## config.mk

```make
export PLATFORM = sky130hd
export DESIGN_NAME = wbcon_rx_parser
export DESIGN_NICKNAME = d
export VERILOG_FILES = /design/src/rtl/wbcon_pkg.sv /design/src/rtl/wbcon_rx_timeout.sv /design/src/rtl/wbcon_rx_parser.sv
export SDC_FILE = /design/constraint.sdc
export NUM_CORES = 1
export LEC_CHECK = 0
export ABC_AREA = 1
export BUFFER_PORTS_ARGS = -buffer_cell sky130_fd_sc_hd__buf_2
export CORE_MARGIN = 2
export CORE_UTILIZATION = 59
export CTS_CLUSTER_DIAMETER = 40
export CTS_CLUSTER_SIZE = 16
export DETAILED_ROUTE_END_ITERATION = 6
export PLACE_DENSITY = 0.85
export SLEW_MARGIN = 10
export SYNTH_ARGS = -nofsm -noshare
export SYNTH_HDL_FRONTEND = slang
export SYNTH_HIERARCHICAL = 1
export SYNTH_SLANG_ARGS = --single-unit
```

## constraint.sdc

```tcl
create_clock -name i_clk -period 5.4 [get_ports i_clk]
set_clock_uncertainty 0.05 [all_clocks]
set_input_delay 1.08 -clock i_clk [delete_from_list [all_inputs] [get_ports i_clk]]
set_output_delay 1.08 -clock i_clk [all_outputs]
set_load 0.1 [all_outputs]
```

## src/rtl/wbcon_pkg.sv

```systemverilog
// rtl/wbcon_pkg.sv - Shared Wishbone command executor constants, op decode and parser states.
package wbcon_pkg;

    localparam logic [5:0] WBCON_OP_SYNC      = 6'b101000;
    localparam int         WBCON_OP_WR_BIT    = 0;
    localparam int         WBCON_OP_AINCR_BIT = 1;

    typedef enum logic [2:0] {
        ST_OP    = 3'd0,
        ST_ADDR  = 3'd1,
        ST_CNT   = 3'd2,
        ST_ISSUE = 3'd3,
        ST_DRAIN = 3'd4
    } parser_state_t;

    function automatic logic wbcon_op_ok(input logic [7:0] op);
        return op[7:2] == WBCON_OP_SYNC;
    endfunction

endpackage

```

## src/rtl/wbcon_rx_timeout.sv

```systemverilog
// rtl/wbcon_rx_timeout.sv - Inter-byte idle counter; pulses expire after TIMEOUT_CYCLES enabled idle cycles.
module wbcon_rx_timeout #(
    parameter int TIMEOUT_CYCLES = 65535
) (
    input  logic clk,
    input  logic rst_n,
    input  logic clear,
    input  logic enable,
    output logic expire
);

    localparam int TW = $clog2(TIMEOUT_CYCLES + 1);

    logic [TW-1:0] count;

    assign expire = enable && !clear && (count == TW'(TIMEOUT_CYCLES - 1));

    always_ff @(posedge clk or negedge rst_n) begin
        if (!rst_n) begin
            count <= '0;
        end else if (clear || expire || !enable) begin
            count <= '0;
        end else begin
            count <= count + 1'b1;
        end
    end

endmodule

```

## src/rtl/wbcon_rx_parser.sv

```systemverilog
// rtl/wbcon_rx_parser.sv - Parses host Rx bytes into MREQ commands and forwards write payload.
// Optional header timeout enabled by defining WBCON_RX_TIMEOUT_EN.
module wbcon_rx_parser
    import wbcon_pkg::*;
#(
    parameter int COUNT_WIDTH    = 8,
    parameter int WB_ADDR_WIDTH  = 24,
    parameter int WB_DATA_WIDTH  = 32,
    parameter int TIMEOUT_CYCLES = 65535
) (
    input  logic                     i_clk,
    input  logic                     i_rst_n,
    input  logic                     i_rx_valid,
    input  logic [7:0]               i_rx_data,
    output logic                     o_rx_ready,
    output logic                     o_pl_valid,
    output logic [7:0]               o_pl_data,
    input  logic                     i_pl_ready,
    output logic                     o_mreq_valid,
    input  logic                     i_mreq_ready,
    output logic [WB_ADDR_WIDTH-1:0] o_mreq_addr,
    output logic [COUNT_WIDTH-1:0]   o_mreq_cnt,
    output logic                     o_mreq_wr,
    output logic                     o_mreq_aincr,
    output logic                     o_sync_err
);

    localparam int WORD_SIZE  = (WB_DATA_WIDTH + 7) / 8;
    localparam int ADDR_BYTES = (WB_ADDR_WIDTH + 7) / 8;
    localparam int CNT_BYTES  = (COUNT_WIDTH + 7) / 8;
    localparam int MAX_BYTES  = (ADDR_BYTES > CNT_BYTES) ? ADDR_BYTES : CNT_BYTES;
    localparam int IDX_W      = (MAX_BYTES > 1) ? $clog2(MAX_BYTES) : 1;
    localparam int REM_W      = COUNT_WIDTH + $clog2(WORD_SIZE) + 1;

    parser_state_t           state, state_next;
    logic [IDX_W-1:0]        byte_idx;
    logic [8*ADDR_BYTES-1:0] addr_q;
    logic [8*CNT_BYTES-1:0]  cnt_q, cnt_new;
    logic [REM_W-1:0]        pl_rem, rem_load;
    logic                    op_wr, op_aincr, mreq_wr, mreq_aincr, sync_err;
    logic                    rx_hs, pl_hs, pl_active, rem_last, op_ok;
    logic                    addr_last, cnt_last, tmo_expire;

    assign op_ok     = wbcon_op_ok(i_rx_data);
    assign pl_active = (pl_rem != '0);
    assign rem_last  = (pl_rem == REM_W'(1));
    assign addr_last = (byte_idx == IDX_W'(ADDR_BYTES - 1));
    assign cnt_last  = (byte_idx == IDX_W'(CNT_BYTES - 1));
    assign rx_hs     = i_rx_valid && o_rx_ready;
    assign pl_hs     = o_pl_valid && i_pl_ready;

    assign o_pl_data    = i_rx_data;
    assign o_mreq_addr  = addr_q[WB_ADDR_WIDTH-1:0];
    assign o_mreq_cnt   = cnt_q[COUNT_WIDTH-1:0];
    assign o_mreq_wr    = mreq_wr;
    assign o_mreq_aincr = mreq_aincr;
    assign o_sync_err   = sync_err;

    // Payload length is computed from the count including the byte arriving now.
    always_comb begin
        cnt_new = cnt_q;
        cnt_new[8*(CNT_BYTES-1) +: 8] = i_rx_data;
        rem_load = (REM_W'(cnt_new[COUNT_WIDTH-1:0]) + REM_W'(1)) * REM_W'(WORD_SIZE);
    end

`ifdef WBCON_RX_TIMEOUT_EN
    wbcon_rx_timeout #(
        .TIMEOUT_CYCLES(TIMEOUT_CYCLES)
    ) u_timeout (
        .clk   (i_clk),
        .rst_n (i_rst_n),
        .clear (rx_hs || (state == ST_OP)),
        .enable((state == ST_ADDR) || (state == ST_CNT)),
        .expire(tmo_expire)
    );
`else
    assign tmo_expire = (TIMEOUT_CYCLES < 0);
`endif

    always_ff @(posedge i_clk or negedge i_rst_n) begin
        if (!i_rst_n) begin
            state <= ST_OP;
        end else begin
            state <= state_next;
        end
    end

    always_comb begin
        state_next = state;
        case (state)
            ST_OP:    if (rx_hs && op_ok) state_next = ST_ADDR;
            ST_ADDR:  if (tmo_expire) state_next = ST_OP;
                      else if (rx_hs && addr_last) state_next = ST_CNT;
            ST_CNT:   if (tmo_expire) state_next = ST_OP;
                      else if (rx_hs && cnt_last) state_next = ST_ISSUE;
            ST_ISSUE: if (i_mreq_ready)
                          state_next = (!pl_active || (pl_hs && rem_last)) ? ST_OP : ST_DRAIN;
            ST_DRAIN: if (!pl_active || (pl_hs && rem_last)) state_next = ST_OP;
            default:  state_next = ST_OP;
        endcase
    end

    // Once the header is complete, the host stream is steered straight to the payload port.
    always_comb begin
        o_rx_ready   = 1'b0;
        o_pl_valid   = 1'b0;
        o_mreq_valid = 1'b0;
        case (state)
            ST_OP, ST_ADDR, ST_CNT: o_rx_ready = 1'b1;
            ST_ISSUE: begin
                o_mreq_valid = 1'b1;
                o_rx_ready   = pl_active && i_pl_ready;
                o_pl_valid   = pl_active && i_rx_valid;
            end
            ST_DRAIN: begin
                o_rx_ready = pl_active && i_pl_ready;
                o_pl_valid = pl_active && i_rx_valid;
            end
            default: ;
        endcase
    end

    always_ff @(posedge i_clk or negedge i_rst_n) begin
        if (!i_rst_n) begin
            byte_idx   <= '0;
            addr_q     <= '0;
            cnt_q      <= '0;
            pl_rem     <= '0;
            op_wr      <= 1'b0;
            op_aincr   <= 1'b0;
            mreq_wr    <= 1'b0;
            mreq_aincr <= 1'b0;
            sync_err   <= 1'b0;
        end else begin
            sync_err <= ((state == ST_OP) && rx_hs && !op_ok) || tmo_expire;
            case (state)
                ST_OP: if (rx_hs && op_ok) begin
                    op_wr    <= i_rx_data[WBCON_OP_WR_BIT];
                    op_aincr <= i_rx_data[WBCON_OP_AINCR_BIT];
                    byte_idx <= '0;
                end
                ST_ADDR: if (rx_hs) begin
                    for (int k = 0; k < ADDR_BYTES; k++)
                        if (byte_idx == IDX_W'(k)) addr_q[8*k +: 8] <= i_rx_data;
                    byte_idx <= addr_last ? '0 : byte_idx + 1'b1;
                end
                ST_CNT: if (rx_hs) begin
                    for (int k = 0; k < CNT_BYTES; k++)
                        if (byte_idx == IDX_W'(k)) cnt_q[8*k +: 8] <= i_rx_data;
                    byte_idx <= cnt_last ? '0 : byte_idx + 1'b1;
                    if (cnt_last) begin
                        mreq_wr    <= op_wr;
                        mreq_aincr <= op_aincr;
                        pl_rem     <= op_wr ? rem_load : '0;
                    end
                end
                ST_ISSUE, ST_DRAIN: if (pl_hs) pl_rem <= pl_rem - 1'b1;
                default: ;
            endcase
        end
    end

endmodule

```

==> impl_results.md <==
* Core Region at approximately 4700 sq um
* WL/cell at approximately 14 um
* Dpl ws at around 2.4 ns
* Yosys top cell area share at between 40 and 50%
* Startpoint types: register
* Part of the Yosys area used for sequential elements at between 40% and 50%
* DRC at 0
* Initial DRT Pass Iterations at 4
* Starting density of the core at ~60%
* Area leader, netlist: dfrtp_1
* Max stage delay on crit path at around 0.38 ns
* Status: complete, no violations
* Cells after DPL at between 400 and 500
* Area Growth Syn to Fin at 12.0%
* Unrepaired setup endpoints after global routing: no
* N_diodes at 0
* Top post-synthesis cells by count: nand2_1 (76), dfrtp_1 (53), o21ai_1 (46)
* CTS tree: yes
* Sink Count at 53
* Crit path max fanout at 5
* Seq cells post-synth at 53
* Final setup viols at 0
* Most common cell in the netlist: nand2_1
* Tot GR Track Use at between 20% and 30%
* Chip Height at ~73 um
* Mapped Cells at 335
* Die W at between 70 and 80 um
* H-tree depth at 2
* Port bufs at 58
* Initial drt markers at 195
* First-pass GRT wire length at roughly 10000 um
* Worst min-delay path category: register to register
* Setup repair bufs after CTS at 0
* Synth warn at 6
* Post-cts resize count at 0
* Cts bufs inserted at 5
* Syn nets at 355
* Non-filler cells, final at 441
* Total Wirelength at about 6200 um
* Max Slew Vio Count at 0
* Slew HR at 54.2%
* Setup ws final at about 2.3 ns
* Synth Flop Type: dfrtp_1
* Antenna violations before repair at 0
* Final #Nets at roughly 410
* Ratio of cells with drive above 1 in the final layout at a little under a quarter
* Slowest CP cell: dfrtp_1
* Post-synth ARST share at 100%
* Buffers and inverters on the worst path at 2
* Max Cap Viol at 0
* Crit path time final at between 3 and 4 ns
* Critical-path cell list: inv_1 > ha_1 > nand2_1 > nor2_2 > nand3_2 > nand2_2 > nand2_4 > buf_2
* Largest net degree at the start of global routing at 54
* DIE AREA at ~5400 sq um
* Skew-Pair Late Insertion Delay at around 0.3 ns
* Rows at 25
* Largest delay share family, worst path: simple AND/OR/NAND/NOR gates
* Number of enable flip-flop cells after synthesis at 0
* CP endpoint kind: primary output
* Critical path type: register to primary output
* Post-DP HPWL at about 4600 um
* Antenna viol nets, final at 0
* Library cells used by synthesis at 33
* Final hold viol count at 0
* Root Buffer: clkbuf_8
* Clock slew seen by the registers of the worst setup and hold paths at 0.10 ns
* IO Pins at between 50 and 60
* DR vias/cell at approximately 5.5
* GPL Wtd Cong at 0.858
* Vias in the first global route at between 2000 and 2500
* Syn Std Cell Area at approximately 2800 sq um
* Max Clk Rate at between 0.3 and 0.4 GHz
* Final period util at 57.8%
* Congestion Overflow GR at 0
* Largest cells by area after synthesis: dfrtp_1 (47%), nand2_1 (10%), o21ai_1 (8.2%)
* Vias at 2437
* Post-synthesis average cell area at roughly 8.4 sq um
* CP required at ~4.3 ns
* Post-Route Setup TNS at 0 ns
* Slew @ Worst Pin at just under 0.7 ns
* Max Root-Sink Buffers at 2
* Hold-fix buffers, CTS at 0
* Worst Path Arrival at 1.99 ns
==> cell usage in the layout, fill, tap and decap left out <==
master | netlist | routed
inv_6 | 0 | 1
buf_2 | 3 | 58
a22oi_1 | 1 | 1
xor2_1 | 5 | 5
nand3_4 | 4 | 4
nor3_1 | 2 | 2
inv_1 | 33 | 33
nand3_1 | 18 | 18
a31oi_1 | 1 | 1
o31ai_1 | 1 | 1
o22ai_1 | 2 | 2
nand3_2 | 1 | 1
clkinv_4 | 1 | 2
nand2_4 | 4 | 4
nor2_2 | 3 | 3
ha_1 | 7 | 7
nor4_1 | 1 | 1
nand2_1 | 76 | 76
a21oi_1 | 3 | 3
a22o_1 | 2 | 2
dfrtp_1 | 53 | 53
clkinvlp_4 | 0 | 1
o21bai_1 | 1 | 1
o21ai_0 | 14 | 14
nand4_1 | 4 | 4
clkbuf_8 | 0 | 5
buf_4 | 8 | 1
inv_2 | 6 | 6
nor2_1 | 23 | 23
nor3_4 | 1 | 1
o21ai_1 | 46 | 46
xnor2_1 | 2 | 2
inv_4 | 1 | 1
nand2_2 | 3 | 3
nor2_4 | 1 | 1
==> worst register-to-register path, stage by stage, from the launching register on <==
cell     delay [ns]
dfrtp_1        0.38
inv_1          0.11
ha_1           0.19
nand2_1        0.09
nor2_2         0.24
nand3_2        0.17
nand2_2        0.13
nand2_4        0.07
nand2_4        0.09
inv_4          0.07
nand3_1        0.48
nand2_1        0.12
o21ai_1        0.12
==> metal layers <==
metal	global-route usage, %	wire length [um]
met4	8.02	70
met5	0	0
met3	5.39	415
met1	32.6	2750
met2	40.7	2960
==> stage by stage <==
| stage | util, % | hold WS (ns) | area (sq um) |
|---|---|---|---|
| after global routing | 67.9 | 0.471 | 3160 |
| after detailed placement | 65.9 | 0.423 | 3070 |
| after floorplan | - | 0.409 | 2820 |
| after global placement | 65.9 | 0.415 | 3070 |
| final | 67.9 | 0.442 | 3160 |
| after CTS | 67.9 | 0.448 | 3160 |
==> path summary, 6_finish.rpt <==
kind | from | endpoint | slack, ns | cells after the start
setup / recovery | pl_rem[1]$_DFFE_PN0P_ | o_rx_ready | 2.28 | 8
hold / removal | o_mreq_addr[5]$_DFFE_PN0P_ | o_mreq_addr[5]$_DFFE_PN0P_ | 0.44 | 2
setup reg to reg | pl_rem[1]$_DFFE_PN0P_ | o_mreq_cnt[5]$_DFFE_PN0P_ | 2.98 | 12
hold reg to reg | o_mreq_addr[5]$_DFFE_PN0P_ | o_mreq_addr[5]$_DFFE_PN0P_ | 0.44 | 2
max in group asynchronous | i_rst_n | o_mreq_addr[11]$_DFFE_PN0P_ | 4.04 | 2
min in group asynchronous | i_rst_n | o_mreq_addr[2]$_DFFE_PN0P_ | 0.84 | 2
==> cell type report <==
type	count	area [sq um]
Fill cell	419	1500
Multi-Input combinational cell	226	1220
Clock buffer	5	68.8
Clock inverter	3	25.0
Sequential cell	53	1330
Timing Repair Buffer	59	298
Inverter	41	161
Tap cell	54	67.6
==> state kept, by name (all words and copies together) (netlist names) <==
signal and count:
state 3, pl_rem 11, byte_idx 2, o_mreq_wr 1, op_aincr 1, o_mreq_cnt 8, o_mreq_addr 24, o_mreq_aincr 1
o_sync_err 1, op_wr 1
==> cell families (layout without fill, tap and decap cells) <==
logic type	after synthesis	count (layout)	synth area share, %
adder cells (fa/ha/maj)	7	7	3.10
AO/OA/AOI/OAI	71	71	13.2
buffers and inverters	56	108	9.97
XOR/XNOR	7	7	2.17
AND/OR/NAND/NOR	141	141	24.5
flip-flops	53	53	47.0
Power is not shown: default switching activity piles up to over one toggle a cycle in this logic, so the estimate is an artifact.
